[src/rtl/matrix_seq_pkg.sv]
// Shared types and width helpers for the matrix sequencing controller.
package matrix_seq_pkg;

  // Controller states; the encoding is visible on the state port.
  typedef enum logic [2:0] {
    ST_IDLE    = 3'd0,
    ST_RX_DIM  = 3'd1,
    ST_RX_A    = 3'd2,
    ST_RX_B    = 3'd3,
    ST_COMPUTE = 3'd4,
    ST_TX_RES  = 3'd5,
    ST_TX_ERR  = 3'd6
  } seq_state_e;

  localparam logic [7:0] SYNC_BYTE_DEF = 8'hA5;
  localparam logic [7:0] ERR_BYTE_DEF  = 8'hEE;

  // clog2 with a floor of one bit, so single-value fields still have a port.
  function automatic int unsigned min1_clog2(input int unsigned v);
    return (v <= 1) ? 1 : $clog2(v);
  endfunction

  // Width able to hold N in 0..max_dim.
  function automatic int unsigned dim_w(input int unsigned max_dim);
    return $clog2(max_dim + 1);
  endfunction

  // Row-major element address width.
  function automatic int unsigned addr_w(input int unsigned max_dim);
    return min1_clog2(max_dim * max_dim);
  endfunction

  // Byte-within-element selector width.
  function automatic int unsigned rbyte_w(input int unsigned res_bytes);
    return min1_clog2(res_bytes);
  endfunction

  // Counter width covering every element/byte count without wrap.
  function automatic int unsigned cnt_w(input int unsigned max_dim, input int unsigned res_bytes);
    return $clog2(max_dim * max_dim * res_bytes + 1);
  endfunction

endpackage

[src/rtl/matrix_seq_tx_pacer.sv]
// Issues one tx_start per request and refuses to issue again until the UART
// has acknowledged the byte by raising tx_busy.
module matrix_seq_tx_pacer (
  input  logic clk,
  input  logic rst,
  input  logic req,
  input  logic tx_busy,
  output logic tx_start,
  output logic guard
);

  logic issue_c;

  assign issue_c = req && !tx_busy && !guard;

  // Pulse register and guard: set on issue, cleared once the UART shows busy.
  always_ff @(posedge clk or posedge rst) begin
    if (rst) begin
      tx_start <= 1'b0;
      guard    <= 1'b0;
    end else begin
      tx_start <= issue_c;
      if (issue_c) begin
        guard <= 1'b1;
      end else if (tx_busy) begin
        guard <= 1'b0;
      end
    end
  end

endmodule

[src/rtl/matrix_seq_ctrl.sv]
// Frame sequencer: receives SYNC, N, A[N*N], B[N*N] over UART, starts the
// multiplier, then streams the result out byte by byte (or one error byte).
// Optional receive/compute watchdog: define MATRIX_SEQ_TIMEOUT_EN.
module matrix_seq_ctrl
  import matrix_seq_pkg::*;
#(
  parameter int unsigned MAX_DIM     = 8,
  parameter int unsigned RES_BYTES   = 2,
  parameter logic [7:0]  SYNC_BYTE   = SYNC_BYTE_DEF,
  parameter logic [7:0]  ERR_BYTE    = ERR_BYTE_DEF
`ifdef MATRIX_SEQ_TIMEOUT_EN
  ,
  parameter int unsigned TIMEOUT_CYC = 100000
`endif
) (
  input  logic                               clk,
  input  logic                               rst,
  input  logic                               rx_valid,
  input  logic [7:0]                         rx_data,
  input  logic                               tx_busy,
  output logic                               tx_start,
  output logic                               tx_err,
  output logic                               mult_start,
  input  logic                               mult_done,
  output logic [dim_w(MAX_DIM)-1:0]          mult_dim,
  output logic                               we_a,
  output logic                               we_b,
  output logic [addr_w(MAX_DIM)-1:0]         wr_addr,
  output logic [addr_w(MAX_DIM)-1:0]         res_addr,
  output logic [rbyte_w(RES_BYTES)-1:0]      res_byte,
  output logic [2:0]                         state,
  output logic                               busy,
  output logic                               err
);

  localparam int unsigned DIM_W = dim_w(MAX_DIM);
  localparam int unsigned AW    = addr_w(MAX_DIM);
  localparam int unsigned RBW   = rbyte_w(RES_BYTES);
  localparam int unsigned CW    = cnt_w(MAX_DIM, RES_BYTES);
  localparam logic [DIM_W-1:0] MAX_N = DIM_W'(MAX_DIM);

  seq_state_e       state_q, state_d;
  logic [DIM_W-1:0] n_q, n_d, dim_c;
  logic [CW-1:0]    cnt_q, cnt_d, nn_c, total_c;
  logic [AW-1:0]    res_addr_q, res_addr_d;
  logic [RBW-1:0]   res_byte_q, res_byte_d;
  logic             err_q, err_d;
  logic             busy_q, mult_start_q, tx_err_q;
  logic             pace_req_c, guard, dim_bad_c, last_elem_c;

  // The error byte value is muxed in by the transmit datapath on tx_err.
  logic unused_err_byte;
  assign unused_err_byte = ^ERR_BYTE;

  assign dim_c       = DIM_W'(rx_data);
  assign dim_bad_c   = (dim_c == '0) || (dim_c > MAX_N) || ((rx_data >> DIM_W) != 8'd0);
  assign nn_c        = CW'(n_q) * CW'(n_q);
  assign total_c     = nn_c * CW'(RES_BYTES);
  assign last_elem_c = (cnt_q == nn_c - CW'(1));

`ifdef MATRIX_SEQ_TIMEOUT_EN
  localparam int unsigned TOW = $clog2(TIMEOUT_CYC + 1);
  logic [TOW-1:0] to_cnt_q, to_cnt_d;
  logic           to_watch_c;

  // Watchdog counter, reloaded on every received byte and state change.
  always_ff @(posedge clk or posedge rst) begin
    if (rst) begin
      to_cnt_q <= '0;
    end else begin
      to_cnt_q <= to_cnt_d;
    end
  end
`endif

  // Shared tx_start/guard handshake for both result and error transmission.
  matrix_seq_tx_pacer u_pacer (
    .clk      (clk),
    .rst      (rst),
    .req      (pace_req_c),
    .tx_busy  (tx_busy),
    .tx_start (tx_start),
    .guard    (guard)
  );

  // State register.
  always_ff @(posedge clk or posedge rst) begin
    if (rst) begin
      state_q <= ST_IDLE;
    end else begin
      state_q <= state_d;
    end
  end

  // Next-state, datapath next values and the combinational write strobes.
  always_comb begin
    state_d    = state_q;
    n_d        = n_q;
    cnt_d      = cnt_q;
    err_d      = err_q;
    res_addr_d = res_addr_q;
    res_byte_d = res_byte_q;
    we_a       = 1'b0;
    we_b       = 1'b0;
    wr_addr    = AW'(cnt_q);
    pace_req_c = 1'b0;

    case (state_q)
      ST_IDLE: begin
        if (rx_valid && (rx_data == SYNC_BYTE)) begin
          state_d = ST_RX_DIM;
          err_d   = 1'b0;
        end
      end
      ST_RX_DIM: begin
        if (rx_valid) begin
          n_d   = dim_c;
          cnt_d = '0;
          if (dim_bad_c) begin
            state_d = ST_TX_ERR;
            err_d   = 1'b1;
          end else begin
            state_d = ST_RX_A;
          end
        end
      end
      ST_RX_A: begin
        if (rx_valid) begin
          we_a = 1'b1;
          if (last_elem_c) begin
            cnt_d   = '0;
            state_d = ST_RX_B;
          end else begin
            cnt_d = cnt_q + CW'(1);
          end
        end
      end
      ST_RX_B: begin
        if (rx_valid) begin
          we_b = 1'b1;
          if (last_elem_c) begin
            cnt_d   = '0;
            state_d = ST_COMPUTE;
          end else begin
            cnt_d = cnt_q + CW'(1);
          end
        end
      end
      ST_COMPUTE: begin
        if (mult_done) begin
          state_d    = ST_TX_RES;
          cnt_d      = '0;
          res_addr_d = '0;
          res_byte_d = '0;
        end
      end
      ST_TX_RES: begin
        // res_addr/res_byte describe the byte on the current tx_start pulse.
        pace_req_c = (cnt_q != total_c);
        if (tx_start) begin
          cnt_d = cnt_q + CW'(1);
          if (res_byte_q == RBW'(RES_BYTES - 1)) begin
            res_byte_d = '0;
            res_addr_d = res_addr_q + AW'(1);
          end else begin
            res_byte_d = res_byte_q + RBW'(1);
          end
        end
        if ((cnt_q == total_c) && !tx_busy && !guard) begin
          state_d = ST_IDLE;
        end
      end
      ST_TX_ERR: begin
        pace_req_c = (cnt_q == '0);
        if (tx_start) begin
          cnt_d = cnt_q + CW'(1);
        end
        if ((cnt_q != '0) && !tx_busy && !guard) begin
          state_d = ST_IDLE;
        end
      end
      default: begin
        state_d = ST_IDLE;
      end
    endcase

`ifdef MATRIX_SEQ_TIMEOUT_EN
    to_watch_c = (state_q inside {ST_RX_A, ST_RX_B, ST_COMPUTE});
    if (to_watch_c && !rx_valid && (state_d == state_q) &&
        (to_cnt_q == TOW'(TIMEOUT_CYC - 1))) begin
      state_d = ST_TX_ERR;
      err_d   = 1'b1;
      cnt_d   = '0;
    end
    to_cnt_d = (!to_watch_c || rx_valid || (state_d != state_q)) ? '0 : to_cnt_q + TOW'(1);
`endif
  end

  // Datapath and registered outputs.
  always_ff @(posedge clk or posedge rst) begin
    if (rst) begin
      n_q          <= '0;
      cnt_q        <= '0;
      err_q        <= 1'b0;
      res_addr_q   <= '0;
      res_byte_q   <= '0;
      busy_q       <= 1'b0;
      mult_start_q <= 1'b0;
      tx_err_q     <= 1'b0;
    end else begin
      n_q          <= n_d;
      cnt_q        <= cnt_d;
      err_q        <= err_d;
      res_addr_q   <= res_addr_d;
      res_byte_q   <= res_byte_d;
      busy_q       <= (state_d != ST_IDLE);
      mult_start_q <= (state_q == ST_RX_B) && (state_d == ST_COMPUTE);
      tx_err_q     <= (state_d == ST_TX_ERR);
    end
  end

  assign state      = state_q;
  assign busy       = busy_q;
  assign err        = err_q;
  assign mult_dim   = n_q;
  assign mult_start = mult_start_q;
  assign tx_err     = tx_err_q;
  assign res_addr   = res_addr_q;
  assign res_byte   = res_byte_q;

endmodule

[config.mk]
export PLATFORM = sky130hd
export DESIGN_NAME = matrix_seq_ctrl
export DESIGN_NICKNAME = d
export VERILOG_FILES = /design/src/rtl/matrix_seq_pkg.sv /design/src/rtl/matrix_seq_tx_pacer.sv /design/src/rtl/matrix_seq_ctrl.sv
export SDC_FILE = /design/constraint.sdc
export NUM_CORES = 1
export LEC_CHECK = 0
export ABC_AREA = 1
export BUFFER_PORTS_ARGS = -buffer_cell sky130_fd_sc_hd__buf_4
export CORE_AREA = 2 2 65 67
export CTS_CLUSTER_SIZE = 24
export DETAILED_ROUTE_END_ITERATION = 8
export DIE_AREA = 0 0 67 69
export PLACE_DENSITY = 0.81
export SETUP_SLACK_MARGIN = 0.1
export SLEW_MARGIN = 20
export SYNTH_ARGS = -nofsm -noshare
export SYNTH_HDL_FRONTEND = slang
export SYNTH_SLANG_ARGS = --single-unit
[constraint.sdc]
create_clock -name clk -period 3.11 [get_ports clk]
set_clock_uncertainty 0.15 [all_clocks]
set_input_delay 0.311 -clock clk [delete_from_list [all_inputs] [get_ports clk]]
set_output_delay 0.311 -clock clk [all_outputs]
set_load 0.02 [all_outputs]
# After elaboration in Yosys (flattened, before gate mapping)
# Cells that the tools add are included.
[classes]
addsub = 4
mul = 1
magnitude_cmp = 1
eq_ne = 20
mux = 35
reduce_logical = 29
[op_table]
columns = ["op", "n"]
rows = [
  ["$mux W8", 5],
  ["$pmux W8 S4", 1],
  ["$mux W3", 10],
  ["$pmux W3 S7", 1],
  ["$mux W6", 3],
  ["$eq A8 B8 Y1", 2],
  ["$reduce_bool A8 Y1", 2],
  ["$eq A3 B3 Y1 const B", 5],
  ["$pmux W6 S2", 1],
  ["$mux W1", 11],
  ["$ne A2 B2 Y1 const B", 5],
  ["$add A8 B1 Y8 const B", 1],
  ["$eq A8 B8 Y1 const B", 1],
  ["$logic_and A1 B1 Y1", 8],
  ["$logic_not A8 Y1", 1],
  ["$mul A4 B4 Y8", 1],
  ["$ne A8 B8 Y1", 1],
  ["$reduce_and A4 Y1", 2],
  ["$sub A8 B1 Y8 const B", 1],
  ["$add A6 B1 Y6 const B", 1],
  ["$eq A3 B2 Y1 const B", 2],
  ["$ne A2 B1 Y1 const B", 3],
  ["$pmux W1 S2", 3],
  ["$reduce_bool A2 Y1", 3],
  ["other kinds (13)", 16],
]
[word_totals]
register_bits = 28
inputBits = 13
output_inout_bits = 27
elab_cells = 101

# Longest topological paths before layout
# Gate-level depths: netlist (run 1).
[logic_depth]
ltp_word = 8
depth_mapped = 18
mapped_depth_nobuf = 17

# Cells and area by module
# Synthesis (run 1) repeated with hierarchy kept, for this count alone.
[hier_totals]
hier_cells = 309
area_unflattened_um2 = 2135.8
[modules_own_cells]
columns = ["module", "n_inst", "cells_each", "area_per_inst_um2", "seq_area_each_um2"]
rows = [
  ["matrix_seq_ctrl", 1, 301, 2058.2, 650.6],
  ["matrix_seq_tx_pacer", 1, 8, 77.6, 50.0],
]

# Worst setup path before layout (run 1)
# OpenSTA, ideal clock, no wires.
[synth_timing]
path_type = "flip-flop to flip-flop"
start = "register n_q[1] (netlist: mult_dim[1])"
end = "register cnt_q[5]"
setup_time_ps = 114
t_arrival_ps = 2210
t_required_ps = 2846
slack_ps = 636
stages_incl_launch_ff = 17
path_buffers = 1
synth_period_minus_slack_ps = 2474
cell_sequence = "dfrtp_1 -> buf_4 -> nand2_1 -> inv_1 -> ha_1 -> a21oi_1 -> nand2_1 -> nand2_1 -> nand2_1 -> nand2_1 -> nand3_1 -> nand2_1 -> nand3_2 -> nand2_2 -> nand3_4 -> nand3b_1 -> inv_1"
[synth_via]
elab_chain_len = 6
[synth_rtl]
columns = ["element", "line_no", "rtl"]
rows = [
  ["start: declaration", "matrix_seq_ctrl.sv:43", "logic [DIM_W-1:0] n_q, n_d, dim_c;"],
  ["start signal: assignment", "matrix_seq_ctrl.sv:211", "n_q <= n_d;"],
  ["$mul A4 B4 Y8", "matrix_seq_ctrl.sv:57", "assign nn_c = CW'(n_q) * CW'(n_q);"],
  ["$sub A8 B1 Y8", "matrix_seq_ctrl.sv:59", "assign last_elem_c = (cnt_q == nn_c - CW'(1));"],
  ["$eq A8 B8 Y1", "matrix_seq_ctrl.sv:59", ""],
  ["$mux W8", "matrix_seq_ctrl.sv:130, matrix_seq_ctrl.sv:141", ""],
  ["$mux W8", "matrix_seq_ctrl.sv:139", "if (rx_valid) begin"],
  ["$pmux W8 S4", "matrix_seq_ctrl.sv:108", "case (state_q)"],
  ["end signal: assignment", "matrix_seq_ctrl.sv:212", "cnt_q <= cnt_d;"],
  ["end: declaration", "matrix_seq_ctrl.sv:44", "logic [CW-1:0] cnt_q, cnt_d, nn_c, total_c;"],
]
# Every way passes these cells. The select of a mux whose other input is x is not followed.
# A chain may end at the register's enable or synchronous reset.

# Worst setup path after layout (run 1)
[layout_timing]
start = "register n_q[1] (netlist: mult_dim[1])"
end = "register cnt_q[3]"
# The elaborated chain is that of the path after synthesis.

==> flow_summary.html, run 1 <==
<table>
<tr><th>Metric</th><th>Value</th></tr>
<tr><th colspan="2">Run status</th></tr>
<tr><td>Outcome</td><td>completed</td></tr>
<tr><th colspan="2">Clocking</th></tr>
<tr><td>TritonCTS clock tree</td><td>done</td></tr>
<tr><td>H-tree levels</td><td>1</td></tr>
<tr><td>Number of clock sinks</td><td>28</td></tr>
<tr><td>TritonCTS Buffers</td><td>3</td></tr>
<tr><td>Maximum clock path buffer count</td><td>2</td></tr>
<tr><td>Clock latency at the later pin of the worst-skew pair</td><td>0.27 ns</td></tr>
<tr><td>Clock root buffer</td><td>clkbuf_8</td></tr>
<tr><td>Clock transition at the register clock pins on the worst setup and hold paths after CTS</td><td>0.09 ns</td></tr>
<tr><td>Post-CTS repair timing setup buffer count</td><td>0</td></tr>
<tr><th colspan="2">Synthesis</th></tr>
<tr><td>Predominant post-synthesis flop cell</td><td>dfrtp_1</td></tr>
<tr><td>Cell accounting for the most synthesized area</td><td>dfrtp_1</td></tr>
<tr><td>Most frequently used cell type in the post-synthesis netlist</td><td>nand2_1</td></tr>
<tr><td>Count of synthesis-stage warnings from yosys</td><td>0</td></tr>
<tr><td>Sequential area share after synthesis</td><td>between 30 and 40%</td></tr>
<tr><td>Number of distinct library cell variants in the gate-level netlist after synthesis</td><td>29</td></tr>
<tr><td>Area fraction of the dominant cell type after synthesis</td><td>around a third</td></tr>
<tr><td>Per-instance average area after synthesis</td><td>about 6.7 um^2</td></tr>
<tr><td>Post-synth EDFFs</td><td>0</td></tr>
<tr><td>Most common library cells after synthesis</td><td>nand2_1, inv_1, nand3_1</td></tr>
<tr><td>Flops &amp; latches, synth</td><td>28</td></tr>
<tr><td>Post-synthesis net count</td><td>around 330</td></tr>
<tr><td>Async set-or-reset flop fraction in the synthesized netlist</td><td>between 90% and 100%</td></tr>
<tr><td>Dominant cells by area after synthesis</td><td>dfrtp_1, nand2_1, nand3_1</td></tr>
<tr><td>Combined area of all synthesized cells</td><td>approximately 0.0021 mm^2</td></tr>
<tr><td>Syn Inst Count</td><td>roughly 310</td></tr>
<tr><th colspan="2">Hold path</th></tr>
<tr><td>Kind of path behind the tightest hold check</td><td>in -&gt; reg</td></tr>
<tr><th colspan="2">Finish</th></tr>
<tr><td>Ant. Diodes</td><td>0</td></tr>
<tr><td>Area grow syn2layout</td><td>17.0%</td></tr>
<tr><td>Final-stage net count</td><td>370</td></tr>
<tr><td>Layout cell share with drive strength beyond 1</td><td>a little under a fifth</td></tr>
<tr><td>Summed area of non-filler cells in the final layout</td><td>~0.0025 mm^2</td></tr>
<tr><th colspan="2">Detailed routing</th></tr>
<tr><td>Pre-antenna DRT Iters</td><td>4</td></tr>
<tr><td>Wire per inst</td><td>about 12 um</td></tr>
<tr><td>Total number of vias</td><td>2,085</td></tr>
<tr><td>Iter 0 DRT Violations</td><td>about 120</td></tr>
<tr><td>WL final</td><td>about 4.7 mm</td></tr>
<tr><td>Via density per instance</td><td>approximately 5.2</td></tr>
<tr><td>Antenna Violating Nets Remaining</td><td>0</td></tr>
<tr><td>Number of DRC violations after detailed routing</td><td>0</td></tr>
<tr><th colspan="2">Die</th></tr>
<tr><td>Area of the die</td><td>0.00462 mm^2</td></tr>
<tr><td>Site Rows</td><td>23</td></tr>
<tr><td>Vertical extent of the die</td><td>~70 um</td></tr>
<tr><td>Initial core utilization</td><td>53.7%</td></tr>
<tr><td>Die X</td><td>roughly 67 um</td></tr>
<tr><td>Number of primary I/O pins</td><td>40</td></tr>
<tr><td>Core region area</td><td>0.00391 mm^2</td></tr>
<tr><th colspan="2">GRT</th></tr>
<tr><td>GRT overflow</td><td>0</td></tr>
<tr><td>Number of global-route vias before repair</td><td>just under 2,000</td></tr>
<tr><td>Wire length of the first global-routing pass</td><td>~8.3 mm</td></tr>
<tr><td>Antenna violations before repair</td><td>0</td></tr>
<tr><td>Pin count of the biggest net entering global routing</td><td>29</td></tr>
<tr><td>Overall global routing resource usage</td><td>22.1%</td></tr>
<tr><th colspan="2">Placement</th></tr>
<tr><td>Placer Congestion</td><td>0.928</td></tr>
<tr><td>Number of buffers inserted by port buffering</td><td>39</td></tr>
<tr><td>Placement-stage cell area</td><td>between 0.002 and 0.0025 mm^2</td></tr>
<tr><td>Post-detailed-placement half-perimeter wirelength</td><td>roughly 3.8 mm</td></tr>
<tr><th colspan="2">STA</th></tr>
<tr><td>Final setup viols</td><td>0</td></tr>
<tr><td>Minimum period implied by the final worst setup slack</td><td>~2.6 ns</td></tr>
<tr><td>Number of pins with negative max-slew slack in the final report</td><td>0</td></tr>
<tr><td>Count of final hold-check violations</td><td>0</td></tr>
<tr><td>Highest achievable clock rate</td><td>385 MHz</td></tr>
<tr><td>Max_slew headroom</td><td>60.3%</td></tr>
<tr><td>Final critical-path share of the clock period</td><td>83.6%</td></tr>
<tr><td>Setup TNS after final layout</td><td>0 ns</td></tr>
<tr><td>Actual transition at the worst max-transition pin</td><td>a little under 0.6 ns</td></tr>
<tr><td>RSZ-0062 raised after global routing</td><td>no</td></tr>
<tr><th colspan="2">Critical path</th></tr>
<tr><td>Type of element launching the critical path</td><td>register</td></tr>
<tr><td>Required @ worst endpoint</td><td>approximately 3.1 ns</td></tr>
<tr><td>Worst EP arrival</td><td>about 2.6 ns</td></tr>
<tr><td>Type of element capturing the critical path</td><td>register</td></tr>
<tr><td>Critical Path Fanout Max</td><td>9</td></tr>
<tr><td>Worst setup path category</td><td>reg -&gt; reg</td></tr>
<tr><th colspan="2">Power</th></tr>
<tr><td>Ratio of total power to cell area</td><td>just over 900 mW/mm^2</td></tr>
<tr><td>Worst voltage drop across the vdd grid</td><td>around 0.0005 V</td></tr>
<tr><td>P_leak</td><td>between 1 and 1.5 nW</td></tr>
<tr><th colspan="2">Flow run</th></tr>
<tr><td>Maxcap violations</td><td>0</td></tr>
</table>
[worst max-delay path: stages, from the launching register on]
cell and delay (ns):
dfrtp_1 0.48, nand2_1 0.14, inv_1 0.06, ha_1 0.35
a21oi_1 0.26, nand3_1 0.16, nand2_1 0.13, nand2_1 0.07
nand2_1 0.06, nand2_1 0.05, nand2_1 0.14, nand3_2 0.10
nand2_2 0.09, nand3_4 0.10, nand3_1 0.11, inv_1 0.04
[worst paths after layout]
check,from,to,slack (ns),depth (start not counted)
worst max-delay path,mult_dim[1]$_DFFE_PP0P_,cnt_q[3]$_DFFE_PP0P_,0.51,15
worst min-delay path,tx_busy,u_pacer.guard$_DFFE_PP0P_,0.05,2
worst max register to register,mult_dim[1]$_DFFE_PP0P_,cnt_q[3]$_DFFE_PP0P_,0.51,15
worst min register to register,res_addr[5]$_DFFE_PP0P_,res_addr[5]$_DFFE_PP0P_,0.32,1
max in group asynchronous,rst,cnt_q[0]$_DFFE_PP0P_,1.91,3
min in group asynchronous,rst,state[0]$_DFF_PP0_,0.51,3
[cells in the final DEF (no fill, tap or decap), types with 3 or more instances in the layout]
master	count
o21ai_0	10
inv_1	52
nand4_1	10
nor2_2	5
ha_1	6
nor2_1	30
o21ai_1	5
nand2_2	6
inv_2	5
clkbuf_8	4
nand3_1	41
a21oi_1	6
dfrtp_1	28
buf_4	39
nand3_2	3
nand3b_1	3
nand2_1	79
[sequential cells by signal, summed over array words and instances, names as in the netlist, 3 cells and up]
name      cells
cnt_q         8
mult_dim      4
res_addr      6
state         3
[routing by layer]
metal	share of wire, %	track usage (%)	vias up	routed length [um]
met3	4.9	3.43	6	234
met4	1.2	3.63	0	57
met5	0	0	-	0
li1	-	-	1072	-
met1	44	29.8	952	2110
met2	49	37.5	55	2350
[layout make-up]
class	instances	area, um^2
inverters	57	214
clock buffers	4	55.1
well taps	50	62.6
multi-input cells	221	1120
repair buffers	40	303
fillers	381	1450
flip-flops and latches	28	701
[per-stage QoR]
step	cells	power (mW)	utilization, %	hold slack, ns	setup slack (ns)
after floorplan	314	1.72	-	0.226	0.636
after global placement	395	2.04	61.2	0.301	0.633
after detailed placement	395	2.08	61.2	0.305	0.535
after CTS	399	2.31	62.6	0.0432	0.517
after global routing	400	2.54	62.9	0.0510	0.223
final	400	2.30	62.9	0.0526	0.511
[power by group]
part,internal [mW],switching (mW),total (mW)
sequential,0.473,0.141,0.614
combinational,0.520,0.945,1.47
clock,0.113,0.110,0.224
[kinds of logic (layout without fill, tap and decap cells)]
| family | Yosys count | after routing | synth area share (%) |
|---|---|---|---|
| and+or+nand+nor | 187 | 187 | 42.2 |
| buffers and inverters | 65 | 101 | 13.2 |
| xor gates and xnor gates | 3 | 3 | 1.25 |
| adders and majority gates | 6 | 6 | 3.57 |
| DFF | 28 | 28 | 33.3 |
| AOI/OAI and AO/OA | 25 | 25 | 6.48 |
[timing repair]
action,CTS,global route
resized for setup,0,0
endpoints found under the hold margin,0,3
hold buffers,0,1
(Power assumes the default switching activity.)
==> run 2: changes to the inputs <==
clock period = 2.5 ns   (was 3.11 ns; I/O delays follow)
==> flow_summary.html, run 2 (same netlist as run 1, synthesis figures left out) <==
<table>
<tr><th>Metric</th><th>Value</th></tr>
<tr><th colspan="2">Run status</th></tr>
<tr><td>Outcome</td><td>completed</td></tr>
<tr><th colspan="2">Detailed routing</th></tr>
<tr><td>Wire per inst</td><td>13.7 um</td></tr>
<tr><td>Number of DRC violations after detailed routing</td><td>0</td></tr>
<tr><td>WL final</td><td>approximately 5.7 mm</td></tr>
<tr><td>Via density per instance</td><td>between 5 and 6</td></tr>
<tr><td>Total number of vias</td><td>approximately 2,200</td></tr>
<tr><td>Pre-antenna DRT Iters</td><td>4</td></tr>
<tr><td>Iter 0 DRT Violations</td><td>approximately 120</td></tr>
<tr><td>Antenna Violating Nets Remaining</td><td>0</td></tr>
<tr><th colspan="2">Critical path</th></tr>
<tr><td>Family with the most delay on the worst path</td><td>simple AND/OR/NAND/NOR gates</td></tr>
<tr><td>Required @ worst endpoint</td><td>2.53 ns</td></tr>
<tr><td>Worst EP arrival</td><td>2.39 ns</td></tr>
<tr><td>Critical-path cell with the highest stage delay</td><td>dfrtp_1</td></tr>
<tr><td>Maximum single-stage delay on the critical path</td><td>0.45 ns</td></tr>
<tr><td>Type of element launching the critical path</td><td>register</td></tr>
<tr><td>Worst setup path category</td><td>reg -&gt; reg</td></tr>
<tr><td>Cell breakdown of the critical path</td><td>nand2_1, inv_2, ha_4, nand2_4, inv_1, nand2_1, nand3_2, nand2_2, nand2_4, nand3_2, nand2_2, nor2_4, nand3_2, nand2_2, nand3_4, nand3b_1, inv_1</td></tr>
<tr><td>Critical Path Fanout Max</td><td>6</td></tr>
<tr><td>Cell count along the critical path</td><td>17</td></tr>
<tr><td>Combined buffer and inverter count along the critical path</td><td>3</td></tr>
<tr><td>R2R cell count</td><td>17</td></tr>
<tr><td>Type of element capturing the critical path</td><td>register</td></tr>
<tr><th colspan="2">Power</th></tr>
<tr><td>Share of total power in sequential cells</td><td>approximately 22%</td></tr>
<tr><td>Worst voltage drop across the vdd grid</td><td>0.000516 V</td></tr>
<tr><td>Gate power share</td><td>69.3%</td></tr>
<tr><td>Int Power</td><td>1.67 mW</td></tr>
<tr><td>Proportion of total power due to net switching</td><td>roughly half</td></tr>
<tr><td>Clock share of power</td><td>8.4%</td></tr>
<tr><td>Sw power</td><td>roughly 1.8 mW</td></tr>
<tr><td>P_leak</td><td>roughly 1.5 nW</td></tr>
<tr><td>Total Power Consumption</td><td>3.42 mW</td></tr>
<tr><td>Ratio of total power to cell area</td><td>1240 mW/mm^2</td></tr>
<tr><th colspan="2">Clocking</th></tr>
<tr><td>Clock transition at the register clock pins on the worst setup and hold paths after CTS</td><td>0.10 ns</td></tr>
<tr><td>H-tree levels</td><td>1</td></tr>
<tr><td>TritonCTS Buffers</td><td>3</td></tr>
<tr><td>Clock latency at the later pin of the worst-skew pair</td><td>roughly 0.28 ns</td></tr>
<tr><td>Number of clock sinks</td><td>28</td></tr>
<tr><td>Clock root buffer</td><td>clkbuf_8</td></tr>
<tr><td>Maximum clock path buffer count</td><td>2</td></tr>
<tr><td>TritonCTS clock tree</td><td>done</td></tr>
<tr><th colspan="2">Finish</th></tr>
<tr><td>Post-Layout Cell Count</td><td>a little over 400</td></tr>
<tr><td>Summed area of non-filler cells in the final layout</td><td>roughly 0.0028 mm^2</td></tr>
<tr><td>Layout cell share with drive strength beyond 1</td><td>about a third</td></tr>
<tr><td>Area grow syn2layout</td><td>31.5%</td></tr>
<tr><td>Commonest non-fill, non-tap cell in the layout</td><td>nand2_1</td></tr>
<tr><td>Number of flip-flops in the largest register</td><td>8</td></tr>
<tr><td>Commonest cells after routing, fill and taps aside</td><td>nand2_1, buf_4, inv_1</td></tr>
<tr><td>Final-stage net count</td><td>around 390</td></tr>
<tr><td>Most flops, register</td><td>cnt_q</td></tr>
<tr><td>Ant. Diodes</td><td>0</td></tr>
<tr><td>Post-route core utilization</td><td>70.7%</td></tr>
<tr><th colspan="2">GRT</th></tr>
<tr><td>Antenna violations before repair</td><td>0</td></tr>
<tr><td>Wire length of the first global-routing pass</td><td>between 8 and 9 mm</td></tr>
<tr><td>Grt met3 use</td><td>a little under 3%</td></tr>
<tr><td>Global-route met2 utilization</td><td>roughly two fifths</td></tr>
<tr><td>Met1 capacity usage during global routing</td><td>32.6%</td></tr>
<tr><td>Most Used Layer, Global Route</td><td>met2</td></tr>
<tr><td>GRT overflow</td><td>0</td></tr>
<tr><td>Number of global-route vias before repair</td><td>2,024</td></tr>
<tr><td>Pin count of the biggest net entering global routing</td><td>29</td></tr>
<tr><td>Overall global routing resource usage</td><td>24.1%</td></tr>
<tr><th colspan="2">Placement</th></tr>
<tr><td>Number of placed cells counting well taps</td><td>roughly 400</td></tr>
<tr><td>Placer Congestion</td><td>0.926</td></tr>
<tr><td>Placement-stage cell area</td><td>~0.0024 mm^2</td></tr>
<tr><td>Dpl ws</td><td>0.0213 ns</td></tr>
<tr><td>Post-detailed-placement half-perimeter wirelength</td><td>3.78 mm</td></tr>
<tr><td>Number of buffers inserted by port buffering</td><td>39</td></tr>
<tr><th colspan="2">STA</th></tr>
<tr><td>Final critical-path share of the clock period</td><td>94.5%</td></tr>
<tr><td>Highest achievable clock rate</td><td>around 420 MHz</td></tr>
<tr><td>Post-route worst setup slack</td><td>0.137 ns</td></tr>
<tr><td>Setup TNS after final layout</td><td>0 ns</td></tr>
<tr><td>Final setup viols</td><td>0</td></tr>
<tr><td>Actual transition at the worst max-transition pin</td><td>~0.38 ns</td></tr>
<tr><td>Number of pins with negative max-slew slack in the final report</td><td>0</td></tr>
<tr><td>RSZ-0062 raised after global routing</td><td>yes</td></tr>
<tr><td>Minimum period implied by the final worst setup slack</td><td>2.36 ns</td></tr>
<tr><td>Max_slew headroom</td><td>between 70% and 80%</td></tr>
<tr><td>Count of final hold-check violations</td><td>0</td></tr>
<tr><td>Final hold slack</td><td>~0.10 ns</td></tr>
<tr><th colspan="2">Flow run</th></tr>
<tr><td>Maxcap violations</td><td>0</td></tr>
<tr><th colspan="2">Hold path</th></tr>
<tr><td>Min-Delay Path Depth</td><td>3</td></tr>
<tr><td>Kind of path behind the tightest hold check</td><td>in -&gt; reg</td></tr>
<tr><th colspan="2">Die</th></tr>
<tr><td>Area of the die</td><td>approximately 0.0046 mm^2</td></tr>
<tr><td>Initial core utilization</td><td>a little over half</td></tr>
<tr><td>Number of primary I/O pins</td><td>40</td></tr>
<tr><td>Core region area</td><td>a little under 0.004 mm^2</td></tr>
<tr><td>Vertical extent of the die</td><td>69 um</td></tr>
<tr><td>Die X</td><td>approximately 67 um</td></tr>
<tr><td>Site Rows</td><td>23</td></tr>
</table>
[run 2: layout make-up]
class	instances	area, um^2
inverter	57	214
fill	324	1150
multi-input combinational	221	1310
clock buffer	4	55.1
tap	50	62.6
sequential	28	704
timing repair buffer	55	418
[run 2: power groups by stage]
stage / Combinational, mW / Sequential [mW] / Clock, mW
floorplan: 1.31 / 0.854 / 0
CTS: 1.95 / 0.748 / 0.294
global placement: 1.81 / 0.766 / 0
global route: 2.61 / 0.780 / 0.314
finish: 2.37 / 0.761 / 0.289
detailed placement: 1.85 / 0.771 / 0
[run 2: path summary, 6_finish.rpt]
path	from	to	slack, ns
setup / recovery	mult_dim[3]$_DFFE_PP0P_	cnt_q[5]$_DFFE_PP0P_	0.14
hold / removal	rx_data[3]	mult_dim[3]$_DFFE_PP0P_	0.10
setup reg to reg	mult_dim[3]$_DFFE_PP0P_	cnt_q[5]$_DFFE_PP0P_	0.14
hold reg to reg	res_addr[5]$_DFFE_PP0P_	res_addr[5]$_DFFE_PP0P_	0.32
max in group asynchronous	rst	mult_dim[0]$_DFFE_PP0P_	1.45
min in group asynchronous	rst	state[1]$_DFF_PP0_	0.45
[run 2: worst register-to-register path, delay by kind of cell, from the launching register on]
kind | cells | cell delay, ns
fa+ha+maj | 1 | 0.26
buf+inv | 3 | 0.14
flops | 1 | 0.45
simple gates | 13 | 1.25
[run 2: routing by layer]
layer | up-vias | routed length (um)
li1 | 1101 | -
met5 | - | 0
met3 | 10 | 238
met1 | 1051 | 2400
met2 | 50 | 2940
met4 | 0 | 122
[run 2: timing repair]
item                       4_1_cts  5_1_grt
hold endpoints to repair        29        0
hold buffers                     2        0
resized for setup                5       42
setup buffers                    5        7
pin swaps                        0       24
setup endpoints to repair       10       14
==> run 3: changes to the inputs <==
BUFFER_PORTS_ARGS = -buffer_cell sky130_fd_sc_hd__buf_2   (was -buffer_cell sky130_fd_sc_hd__buf_4)
==> flow_summary.html, run 3 (same netlist as run 1, synthesis figures left out) <==
<table>
<tr><th>Metric</th><th>Value</th></tr>
<tr><th colspan="2">Hold path</th></tr>
<tr><td>Kind of path behind the tightest hold check</td><td>in -&gt; reg</td></tr>
<tr><td>Min-Delay Path Depth</td><td>3</td></tr>
<tr><td>Start point of the worst hold path</td><td>rx_data[1]</td></tr>
<tr><td>Min-Delay Endpoint</td><td>mult_dim[1]$_DFFE_PP0P_</td></tr>
<tr><th colspan="2">Clocking</th></tr>
<tr><td>Maximum clock path buffer count</td><td>2</td></tr>
<tr><td>TritonCTS Buffers</td><td>3</td></tr>
<tr><td>TritonCTS clock tree</td><td>done</td></tr>
<tr><td>Clock transition at the register clock pins on the worst setup and hold paths after CTS</td><td>between 0.1 and 0.15 ns</td></tr>
<tr><td>Clock latency at the later pin of the worst-skew pair</td><td>between 0.2 and 0.3 ns</td></tr>
<tr><td>H-tree levels</td><td>1</td></tr>
<tr><td>Clock root buffer</td><td>clkbuf_8</td></tr>
<tr><td>Number of clock sinks</td><td>28</td></tr>
<tr><th colspan="2">STA</th></tr>
<tr><td>Final setup viols</td><td>0</td></tr>
<tr><td>Minimum period implied by the final worst setup slack</td><td>roughly 2.4 ns</td></tr>
<tr><td>Post-route worst setup slack</td><td>between 0.1 and 0.15 ns</td></tr>
<tr><td>Highest achievable clock rate</td><td>421 MHz</td></tr>
<tr><td>RSZ-0062 raised after global routing</td><td>yes</td></tr>
<tr><td>Final critical-path share of the clock period</td><td>95.1%</td></tr>
<tr><td>Number of pins with negative max-slew slack in the final report</td><td>0</td></tr>
<tr><td>Actual transition at the worst max-transition pin</td><td>a little under 0.4 ns</td></tr>
<tr><td>Count of final hold-check violations</td><td>0</td></tr>
<tr><td>Max_slew headroom</td><td>74.1%</td></tr>
<tr><td>Setup TNS after final layout</td><td>0 ns</td></tr>
<tr><th colspan="2">Critical path</th></tr>
<tr><td>Type of element capturing the critical path</td><td>register</td></tr>
<tr><td>Critical Path Fanout Max</td><td>6</td></tr>
<tr><td>Worst EP arrival</td><td>2.41 ns</td></tr>
<tr><td>Slack of the worst reg-to-reg path</td><td>0.12 ns</td></tr>
<tr><td>R2R cell count</td><td>16</td></tr>
<tr><td>Crit Reg-Reg Startpoint</td><td>mult_dim[2]$_DFFE_PP0P_</td></tr>
<tr><td>Required @ worst endpoint</td><td>roughly 2.5 ns</td></tr>
<tr><td>Type of element launching the critical path</td><td>register</td></tr>
<tr><td>Worst setup path category</td><td>reg -&gt; reg</td></tr>
<tr><td>Terminus of the critical flop-to-flop path</td><td>cnt_q[5]$_DFFE_PP0P_</td></tr>
<tr><th colspan="2">Detailed routing</th></tr>
<tr><td>Total number of vias</td><td>~2,200</td></tr>
<tr><td>WL final</td><td>5.54 mm</td></tr>
<tr><td>Via density per instance</td><td>5.29</td></tr>
<tr><td>Antenna Violating Nets Remaining</td><td>0</td></tr>
<tr><td>Wire per inst</td><td>roughly 13 um</td></tr>
<tr><td>Number of DRC violations after detailed routing</td><td>0</td></tr>
<tr><td>Iter 0 DRT Violations</td><td>130</td></tr>
<tr><td>Pre-antenna DRT Iters</td><td>4</td></tr>
<tr><th colspan="2">Finish</th></tr>
<tr><td>Post-route core utilization</td><td>about two thirds</td></tr>
<tr><td>Final-stage net count</td><td>about 390</td></tr>
<tr><td>Most flops, register</td><td>cnt_q</td></tr>
<tr><td>Area grow syn2layout</td><td>25.8%</td></tr>
<tr><td>Number of flip-flops in the largest register</td><td>8</td></tr>
<tr><td>Commonest non-fill, non-tap cell in the layout</td><td>nand2_1</td></tr>
<tr><td>Layout cell share with drive strength beyond 1</td><td>roughly 31%</td></tr>
<tr><td>Register area</td><td>between 700 and 800 um^2</td></tr>
<tr><td>Area taken by multi-input logic gates</td><td>between 0.001 and 0.0015 mm^2</td></tr>
<tr><td>Number of filler cells placed in the layout</td><td>335</td></tr>
<tr><td>Ant. Diodes</td><td>0</td></tr>
<tr><td>Commonest cells after routing, fill and taps aside</td><td>nand2_1, inv_1, buf_2</td></tr>
<tr><th colspan="2">GRT</th></tr>
<tr><td>Pin count of the biggest net entering global routing</td><td>29</td></tr>
<tr><td>GRT overflow</td><td>0</td></tr>
<tr><td>Number of global-route vias before repair</td><td>2,078</td></tr>
<tr><td>Global-route met2 utilization</td><td>around 40%</td></tr>
<tr><td>Met1 capacity usage during global routing</td><td>between 20 and 30%</td></tr>
<tr><td>Wire length of the first global-routing pass</td><td>8.78 mm</td></tr>
<tr><td>Most Used Layer, Global Route</td><td>met2</td></tr>
<tr><td>Grt met3 use</td><td>roughly 3.8%</td></tr>
<tr><td>Overall global routing resource usage</td><td>about a quarter</td></tr>
<tr><td>Antenna violations before repair</td><td>0</td></tr>
<tr><th colspan="2">Die</th></tr>
<tr><td>Area of the die</td><td>roughly 0.0046 mm^2</td></tr>
<tr><td>Core region area</td><td>0.00391 mm^2</td></tr>
<tr><td>Initial core utilization</td><td>a little over half</td></tr>
<tr><td>Site Rows</td><td>23</td></tr>
<tr><td>Number of primary I/O pins</td><td>40</td></tr>
<tr><td>Die X</td><td>about 67 um</td></tr>
<tr><td>Vertical extent of the die</td><td>69 um</td></tr>
<tr><th colspan="2">Power</th></tr>
<tr><td>Ratio of total power to cell area</td><td>approximately 1300 mW/mm^2</td></tr>
<tr><td>Worst voltage drop across the vdd grid</td><td>between 0.0005 and 0.0006 V</td></tr>
<tr><td>Gate power share</td><td>between 60% and 70%</td></tr>
<tr><td>Sw power</td><td>between 1.5 and 2 mW</td></tr>
<tr><td>Int Power</td><td>around 1.6 mW</td></tr>
<tr><td>P_leak</td><td>1.49 nW</td></tr>
<tr><td>Proportion of total power due to net switching</td><td>between 50% and 60%</td></tr>
<tr><td>Share of total power in sequential cells</td><td>between 20% and 30%</td></tr>
<tr><td>Clock share of power</td><td>around 11%</td></tr>
<tr><th colspan="2">Placement</th></tr>
<tr><td>Placer Congestion</td><td>0.912</td></tr>
<tr><td>Dpl ws</td><td>roughly 0.05 ns</td></tr>
<tr><td>Post-detailed-placement half-perimeter wirelength</td><td>~3.9 mm</td></tr>
<tr><td>Number of buffers inserted by port buffering</td><td>39</td></tr>
<tr><th colspan="2">Flow run</th></tr>
<tr><td>Maxcap violations</td><td>0</td></tr>
<tr><th colspan="2">Run status</th></tr>
<tr><td>Outcome</td><td>completed</td></tr>
</table>
## run 3: metal layers
metal / vias to the layer above / part of all wire (%)
met4: 0 / 2.4
li1: 1103 / -
met3: 14 / 3.6
met5: - / 0
met2: 67 / 51
met1: 1012 / 43
## run 3: cell type report
cell class	instances	share of cell area [%]
clock buffers	3	1.56
clock inverters	1	1.13
inverters	57	8.09
multi-input cells	221	48.1
flip-flops and latches	28	26.6
well taps	50	2.36
repair buffers	55	12.1
## run 3: power by group through the flow
stage | logic (mW) | clock network, mW | registers [mW]
2_1_floorplan | 1.31 | 0 | 0.854
3_3_place_gp | 1.76 | 0 | 0.750
3_5_place_dp | 1.81 | 0 | 0.755
4_1_cts | 1.91 | 0.371 | 0.739
5_1_grt | 2.45 | 0.381 | 0.766
6_report | 2.23 | 0.370 | 0.744
## run 3: worst max-delay path: stages, from the launching register on
cell and delay (ns):
dfrtp_2 0.46, inv_2 0.08, nor2_4 0.04, ha_4 0.29
nand2_4 0.06, o21ai_4 0.16, nand2_2 0.11, nand2_2 0.11
nand2_4 0.08, nand3_2 0.08, nand2_2 0.08, nor2_4 0.15
nand3_2 0.08, nand2_2 0.09, nand3_4 0.11, nand3b_1 0.12
inv_1 0.04
## run 3: how the worst max path moves through the flow
stage	start	endpoint
final	mult_dim[2]$_DFFE_PP0P_	cnt_q[5]$_DFFE_PP0P_
after global routing	mult_dim[3]$_DFFE_PP0P_	cnt_q[5]$_DFFE_PP0P_
after CTS	mult_dim[1]$_DFFE_PP0P_	cnt_q[6]$_DFFE_PP0P_
after detailed placement	mult_dim[2]$_DFFE_PP0P_	cnt_q[6]$_DFFE_PP0P_
after global placement	mult_dim[0]$_DFFE_PP0P_	cnt_q[6]$_DFFE_PP0P_
after floorplan	mult_dim[1]$_DFFE_PP0P_	cnt_q[5]$_DFFE_PP0P_
## run 3: stage by stage
stage	hold WS (ns)	cells	area (um^2)	total power, mW
finish	0.0953	415	2650	3.35
global route	0.108	415	2650	3.60
CTS	0.0904	407	2470	3.02
detailed placement	0.190	398	2340	2.56
global placement	0.183	398	2340	2.51
floorplan	0.165	314	2120	2.17
## run 3: repair_timing
action / in CTS / in global routing
pin swaps: 1 / 23
setup buffers: 3 / 8
gates resized for setup: 6 / 33
setup endpoints to repair: 10 / 14
hold buffers: 2 / 0
hold endpoints to repair: 29 / 0
